## src/rtl/bus_arbiter_pkg.sv

```systemverilog
// Shared types for the snoop-bus arbiter: FSM state encoding, default
// requester count and the round-robin pointer increment.
package bus_arbiter_pkg;

  localparam int NUM_CPUS  = 4;
  localparam int ARB_IDX_W = $clog2(NUM_CPUS);

  typedef enum logic {
    IDLE  = 1'b0,
    GRANT = 1'b1
  } arb_state_t;

  // Wrap by explicit compare so non-power-of-2 requester counts work.
  function automatic int rr_next(input int idx, input int num);
    return (idx == num - 1) ? 0 : idx + 1;
  endfunction

endpackage

```

## src/rtl/bus_arbiter_if.sv

```systemverilog
// Request/grant bundle between the CPU requesters and the snoop-bus arbiter.
// The arbiter takes the master modport; requesters and monitors take slave.
interface bus_arbiter_if #(
  parameter int NUM_CPUS = bus_arbiter_pkg::NUM_CPUS
);
  localparam int IDX_W = $clog2(NUM_CPUS);

  logic [NUM_CPUS-1:0] req;
  logic                bus_done;
  logic [NUM_CPUS-1:0] gnt;
  logic [IDX_W-1:0]    gnt_idx;
  logic                timeout_err;

  modport master (
    input  req,
    input  bus_done,
    output gnt,
    output gnt_idx,
    output timeout_err
  );

  modport slave (
    output req,
    output bus_done,
    input  gnt,
    input  gnt_idx,
    input  timeout_err
  );

endinterface

```

## src/rtl/bus_arbiter_rr_pick.sv

```systemverilog
// Combinational round-robin picker: rotates req so rr_ptr lands at bit 0,
// priority-encodes the lowest set bit, then maps the offset back to a CPU index.
module bus_arbiter_rr_pick #(
  parameter  int NUM_CPUS = bus_arbiter_pkg::NUM_CPUS,
  localparam int IDX_W    = $clog2(NUM_CPUS)
) (
  input  logic [NUM_CPUS-1:0] req,
  input  logic [IDX_W-1:0]    rr_ptr,
  output logic [IDX_W-1:0]    winner,
  output logic                any
);

  localparam logic [IDX_W:0] NUM_W = (IDX_W + 1)'(NUM_CPUS);

  logic [2*NUM_CPUS-1:0] dbl;
  logic [NUM_CPUS-1:0]   rot;
  logic [IDX_W-1:0]      offset;
  logic [IDX_W:0]        sum;

  // NOTE: every signal written here gets a default before any branch or loop,
  // otherwise a path that skips the assignment would infer a latch.
  always_comb begin
    dbl    = {req, req} >> rr_ptr;
    rot    = dbl[NUM_CPUS-1:0];
    offset = '0;
    for (int i = NUM_CPUS - 1; i >= 0; i--) begin
      if (rot[i]) offset = IDX_W'(i);
    end
    sum    = {1'b0, rr_ptr} + {1'b0, offset};
    winner = (sum >= NUM_W) ? IDX_W'(sum - NUM_W) : sum[IDX_W-1:0];
    any    = |req;
  end

endmodule

```

## src/rtl/bus_arbiter.sv

```systemverilog
// Round-robin snoop-bus arbiter: registered one-hot grant held until bus_done
// or the hold watchdog expires, with a dead cycle between consecutive grants.
module bus_arbiter #(
  parameter int NUM_CPUS = bus_arbiter_pkg::NUM_CPUS,
  parameter int MAX_HOLD = 64
) (
  input  logic          clk,
  input  logic          rst,
  bus_arbiter_if.master bus
);
  import bus_arbiter_pkg::*;

  localparam int IDX_W  = $clog2(NUM_CPUS);
  localparam int HOLD_W = $clog2(MAX_HOLD);
  localparam logic [HOLD_W-1:0] HOLD_LAST = HOLD_W'(MAX_HOLD - 1);

  arb_state_t          state_q, state_d;
  logic [IDX_W-1:0]    rr_ptr_q, rr_ptr_d;
  logic [HOLD_W-1:0]   hold_q, hold_d;
  logic [NUM_CPUS-1:0] gnt_q, gnt_d;
  logic [IDX_W-1:0]    idx_q, idx_d;
  logic                tmo_q, tmo_d;
  logic [IDX_W-1:0]    winner;
  logic                any;

  bus_arbiter_rr_pick #(.NUM_CPUS(NUM_CPUS)) u_pick (
    .req    (bus.req),
    .rr_ptr (rr_ptr_q),
    .winner (winner),
    .any    (any)
  );

  always_comb begin
    state_d  = state_q;
    rr_ptr_d = rr_ptr_q;
    hold_d   = hold_q;
    gnt_d    = gnt_q;
    idx_d    = idx_q;
    tmo_d    = 1'b0;
    case (state_q)
      IDLE: begin
        if (any) begin
          gnt_d   = {{(NUM_CPUS-1){1'b0}}, 1'b1} << winner;
          idx_d   = winner;
          hold_d  = '0;
          state_d = GRANT;
        end
      end
      GRANT: begin
        if (hold_q != HOLD_LAST) hold_d = hold_q + 1'b1;
        // Completion wins a tie with the watchdog, so no error in that case.
        if (bus.bus_done || hold_q == HOLD_LAST) begin
          gnt_d    = '0;
          state_d  = IDLE;
          rr_ptr_d = IDX_W'(rr_next(int'(idx_q), NUM_CPUS));
          tmo_d    = !bus.bus_done;
        end
      end
      default: state_d = IDLE;
    endcase
  end

  // NOTE: state registers use non-blocking assignments so every flop samples
  // pre-edge values regardless of process evaluation order.
  always_ff @(posedge clk or posedge rst) begin
    if (rst) begin
      state_q  <= IDLE;
      rr_ptr_q <= '0;
      hold_q   <= '0;
      gnt_q    <= '0;
      idx_q    <= '0;
      tmo_q    <= 1'b0;
    end else begin
      state_q  <= state_d;
      rr_ptr_q <= rr_ptr_d;
      hold_q   <= hold_d;
      gnt_q    <= gnt_d;
      idx_q    <= idx_d;
      tmo_q    <= tmo_d;
    end
  end

  assign bus.gnt         = gnt_q;
  assign bus.gnt_idx     = idx_q;
  assign bus.timeout_err = tmo_q;

  a_gnt_onehot0: assert property (@(posedge clk) disable iff (rst)
    $onehot0(gnt_q));

  a_gnt_stable: assert property (@(posedge clk) disable iff (rst)
    (state_q == GRANT) |=> (state_q == IDLE || $stable(gnt_q)));

  a_tmo_after_grant: assert property (@(posedge clk) disable iff (rst)
    tmo_q |-> $past(state_q) == GRANT);

endmodule
```

## src/flat_wrapper.sv

```systemverilog
// flat-port wrapper written by rule: the top's interface ports become plain ports
module bus_arbiter_flat import bus_arbiter_pkg::*;
#(
  parameter int NUM_CPUS = bus_arbiter_pkg::NUM_CPUS,
  parameter int MAX_HOLD = 64
)
  (clk, rst, bus_req, bus_bus_done, bus_gnt, bus_gnt_idx, bus_timeout_err);
  bus_arbiter_if #(.NUM_CPUS(NUM_CPUS)) bus_i ();
  input  logic clk;
  input  logic rst;
  input wire logic [$bits(bus_i.req)-1:0] bus_req;
  input wire logic [$bits(bus_i.bus_done)-1:0] bus_bus_done;
  output wire logic [$bits(bus_i.gnt)-1:0] bus_gnt;
  output wire logic [$bits(bus_i.gnt_idx)-1:0] bus_gnt_idx;
  output wire logic [$bits(bus_i.timeout_err)-1:0] bus_timeout_err;
  assign bus_i.req = bus_req;
  assign bus_i.bus_done = bus_bus_done;
  assign bus_gnt = bus_i.gnt;
  assign bus_gnt_idx = bus_i.gnt_idx;
  assign bus_timeout_err = bus_i.timeout_err;
  bus_arbiter #(.NUM_CPUS(NUM_CPUS), .MAX_HOLD(MAX_HOLD)) u_core (.clk(clk), .rst(rst), .bus(bus_i));
endmodule
```

## config.mk

```make
export PLATFORM = sky130hd
export DESIGN_NAME = bus_arbiter_flat
export DESIGN_NICKNAME = d
export VERILOG_FILES = /design/src/rtl/bus_arbiter_pkg.sv /design/src/rtl/bus_arbiter_if.sv /design/src/rtl/bus_arbiter_rr_pick.sv /design/src/rtl/bus_arbiter.sv /design/src/flat_wrapper.sv
export SDC_FILE = /design/constraint.sdc
export NUM_CORES = 1
export LEC_CHECK = 0
export ABC_CLOCK_PERIOD_IN_PS = 2600
export BUFFER_PORTS_ARGS = -buffer_cell sky130_fd_sc_hd__buf_4
export CAP_MARGIN = 20
export CORE_MARGIN = 1
export CORE_UTILIZATION = 35
export DETAILED_ROUTE_END_ITERATION = 7
export RECOVER_POWER = 50
export SETUP_SLACK_MARGIN = 0.02
export SLEW_MARGIN = 30
export SYNTH_ARGS = -nofsm -noshare
export SYNTH_HDL_FRONTEND = slang
export SYNTH_HIERARCHICAL = 1
export SYNTH_SLANG_ARGS = --single-unit
```

## constraint.sdc

```tcl
create_clock -name clk -period 2.6 [get_ports clk]
set_input_delay 0.13 -clock clk [delete_from_list [all_inputs] [get_ports clk]]
set_output_delay 0.13 -clock clk [all_outputs]
set_load 0.01 [all_outputs]
```

==> results.sh <==
export IMPL_status="completed"
export IMPL_setup_tns_ps=0
export IMPL_seqCellArea_um2=400.4
export IMPL_rsz0062_at_grt="no"
export IMPL_vdd_drop_max_mv=0.4829
export IMPL_power_frac_clock_pct=13.5
export IMPL_period_needed_ps=2122
export IMPL_regToRegSetupSlack_ps=480
export IMPL_syn2layout_area_growth_pct=12.23
export IMPL_synth_xor_area_share_pct=1.765
export IMPL_cts_hold_buf=1
export IMPL_ys_warn_count=6
export IMPL_cts_tree="done"
export IMPL_powerDensity_nw_per_um2=833.6
export IMPL_setup_viol_count_final=0
export IMPL_power_share_combinational_pct=40.6
export IMPL_tightest_slew_ps=595.5
export IMPL_clockBufferDepth=2
export IMPL_synthCells=105
export IMPL_syn_area_um2=992.2
export IMPL_fin_cells=147
export IMPL_dieArea_um2=3052
export IMPL_grtUsageTotal_pct=15.00
export IMPL_synth_top_family_by_area="simple AND/OR/NAND/NOR gates"
export IMPL_timing_fmax_mhz=471.2
export IMPL_seqPwrFrac_pct=45.9
export IMPL_holdPathStages=2
export IMPL_crit_buf_inv=1
export IMPL_synth_area_leader_cell="dfrtp_1"
export IMPL_n_antenna_cell=0
export IMPL_synth_area_top_cells="dfrtp_1 (40%), nand2_1 (4.9%), ha_1 (3.8%)"
export IMPL_postCtsSetupBuffers=0
export IMPL_slowest_stage="dfrtp_1"
export IMPL_drive_gt1_share_pct=15.38
export IMPL_start_util_pct=38.65
export IMPL_r2r_cells=9
export IMPL_antenna_found_initial=0
export IMPL_arrival_ps=2300
export IMPL_end_kind="flip-flop"
export IMPL_cts_root_buffer="clkbuf_4"
export IMPL_grt_overflow_total=0
export IMPL_rows=18
export IMPL_ys_types=35
export IMPL_drtAntennaViolNets=0
export IMPL_synth_area_mux_share_pct=5.044
export IMPL_maxCapViolCount=0
export IMPL_io_buffer_count=13
export IMPL_hp_class="in -> reg"
export IMPL_fillers=272
export IMPL_crit_family="compound AO/OA/AOI/OAI gates"
export IMPL_grt_first_pass_wirelength_um=3760
export IMPL_dr_first_iter_drc_count=24
export IMPL_first_pass_iters=4
export IMPL_coreArea_um2=2567
export IMPL_hold_viol_final=0
export IMPL_p_switching_uw=374.7
export IMPL_synth_seq_cells=16
export IMPL_max_stage_delay_ps=500
export IMPL_fin_util_pct=43.37
export IMPL_p_int_uw=553.6
export IMPL_synth_compound_area_share_pct=19.92
export IMPL_syn_nets=115
export IMPL_avgSynthCellArea_um2=9.450
export IMPL_fp_dieH_um=55.25
export IMPL_period_share_pct=81.62
export IMPL_die_w_um=55.25
export IMPL_yosys_area_share_simple_pct=24.09
export IMPL_max_slew_margin_rel_pct=60.26
export IMPL_drc=0
export IMPL_mostFrequentLayoutCells="dfrtp_1 (16), nand2_1 (13), buf_4 (7), nor2_1 (7), inv_1 (6)"
export IMPL_clkTransAtPathRegs_ps=90
export IMPL_power_leakage_uw=0.0004750
export IMPL_pin_count=14
export IMPL_h_tree_depth=1
export IMPL_cts_buffers=3
export IMPL_clk_latency_ps=280
export IMPL_required_ps=2770
export IMPL_synthAdderAreaFrac_pct=3.783
export IMPL_drt_wl_total_um=1987
export IMPL_final_common_cell="dfrtp_1"
export IMPL_startpoint_type="flip-flop"
export IMPL_num_vias=804
export IMPL_worstPathCellList="nand2_1 -> nor2_1 -> o21ai_0 -> o211ai_1 -> ha_1 -> xor2_1 -> xnor2_1 -> inv_1 -> o41ai_1"
export IMPL_reg2reg_to="u_core/bus.gnt[3]"
export IMPL_rr_startpoint="u_core/rr_ptr_q[0]"
export IMPL_clock_skew_ps=2.830
export IMPL_seq_area_frac_synth_pct=40.35
export IMPL_cts_sinks=16
export IMPL_final_nets=129
export IMPL_wl_per_cell_um=13.52
export IMPL_path_max_fanout=11
export IMPL_grt_max_degree=18
export IMPL_multi_input_area_um2=541.8
export IMPL_path_class="reg -> reg"
export IMPL_fin_hold_ws_ps=18.64
export IMPL_dp_hpwl_um=1437
export IMPL_drv_slew=0
export IMPL_hold_path_startpoint="bus_bus_done"
export IMPL_gp_congestion=0.7285
export IMPL_netlist_area_leader_share_pct=40.35
export IMPL_hold_end="u_core/bus.timeout_err"
export IMPL_post_drt_via_cell_ratio=5.469
export IMPL_grt_pass1_vias=813
export IMPL_sw_frac_of_total_pct=40.37
export IMPL_dp_cells=143
export IMPL_cts_resized=0
==> sequential cells by signal, indices dropped and copies added (netlist names) <==
| register | count |
|---|---|
| u_core/hold_q | 6 |
| u_core/bus.gnt | 4 |
| u_core/bus.gnt_idx | 2 |
| u_core/rr_ptr_q | 2 |
| u_core/bus.timeout_err | 1 |
| u_core/state_q | 1 |
==> cells in the mapped netlist, drive strengths merged <==
library cell	number
a211oi	1
nor3	3
inv	6
nand2	13
nand3	3
a2111oi	1
nand2b	4
and4	2
a31oi	2
o41ai	2
xor2	1
xnor2	1
dfrtp	16
o32ai	2
or3	1
and2	1
o31ai	1
nor3b	2
nor4	1
a21oi	4
a2bb2oi	1
mux2	2
nand4	4
ha	3
o21bai	1
mux2i	2
nor2	7
o211ai	5
o21ai	5
nand3b	2
o311a	1
buf	5
==> metal layers <==
metal	share of wire [%]	global-route usage, %
met5	0	0
met3	2.0	3.513
met2	47	24.27
met1	51	20.41
met4	0	3.214
==> power by group through the flow <==
| stage | sequential, uW | combinational (uW) | clock (uW) |
|---|---|---|---|
| 2_1_floorplan | 415 | 282 | 0 |
| 3_3_place_gp | 428 | 394 | 0 |
| 3_5_place_dp | 431 | 402 | 0 |
| 4_1_cts | 426 | 404 | 132 |
| 5_1_grt | 447 | 420 | 143 |
| 6_report | 427 | 377 | 125 |
==> cell families after synthesis <==
logic type	Yosys count
AOI/OAI and AO/OA	26
xor gates and xnor gates	2
adders and majority gates	3
buffers and inverters	11
DFF	16
muxes	4
and+or+nand+nor	43
==> per-stage QoR <==
| step | power (uW) | instance area, um^2 | setup WS, ps |
|---|---|---|---|
| after global routing | 1009 | 1114 | 338.9 |
| after detailed placement | 832.2 | 1100 | 502.8 |
| after floorplan | 697.3 | 992.2 | 669.1 |
| after global placement | 821.9 | 1100 | 577.4 |
| final | 928.3 | 1114 | 478.0 |
| after CTS | 962.7 | 1132 | 484.4 |
==> worst max path at each step <==
stage                             from           endpoint  cells past startpoint
finish              u_core/rr_ptr_q[0]  u_core/bus.gnt[3]                      9
global route        u_core/rr_ptr_q[0]  u_core/bus.gnt[3]                      9
CTS                 u_core/rr_ptr_q[0]  u_core/bus.gnt[3]                      9
detailed placement  u_core/rr_ptr_q[0]  u_core/bus.gnt[3]                      9
global placement    u_core/rr_ptr_q[0]  u_core/bus.gnt[3]                      9
floorplan           u_core/rr_ptr_q[0]  u_core/bus.gnt[3]                     10
==> cell type report <==
class                           instances  share of cell area (%)
Clock buffer                            3                   2.022
Inverter                                6                   2.022
Multi-Input combinational cell         78                   48.65
Sequential cell                        16                   35.95
Tap cell                               30                   3.371
Timing Repair Buffer                   14                   7.978
(Power assumes the default switching activity.)
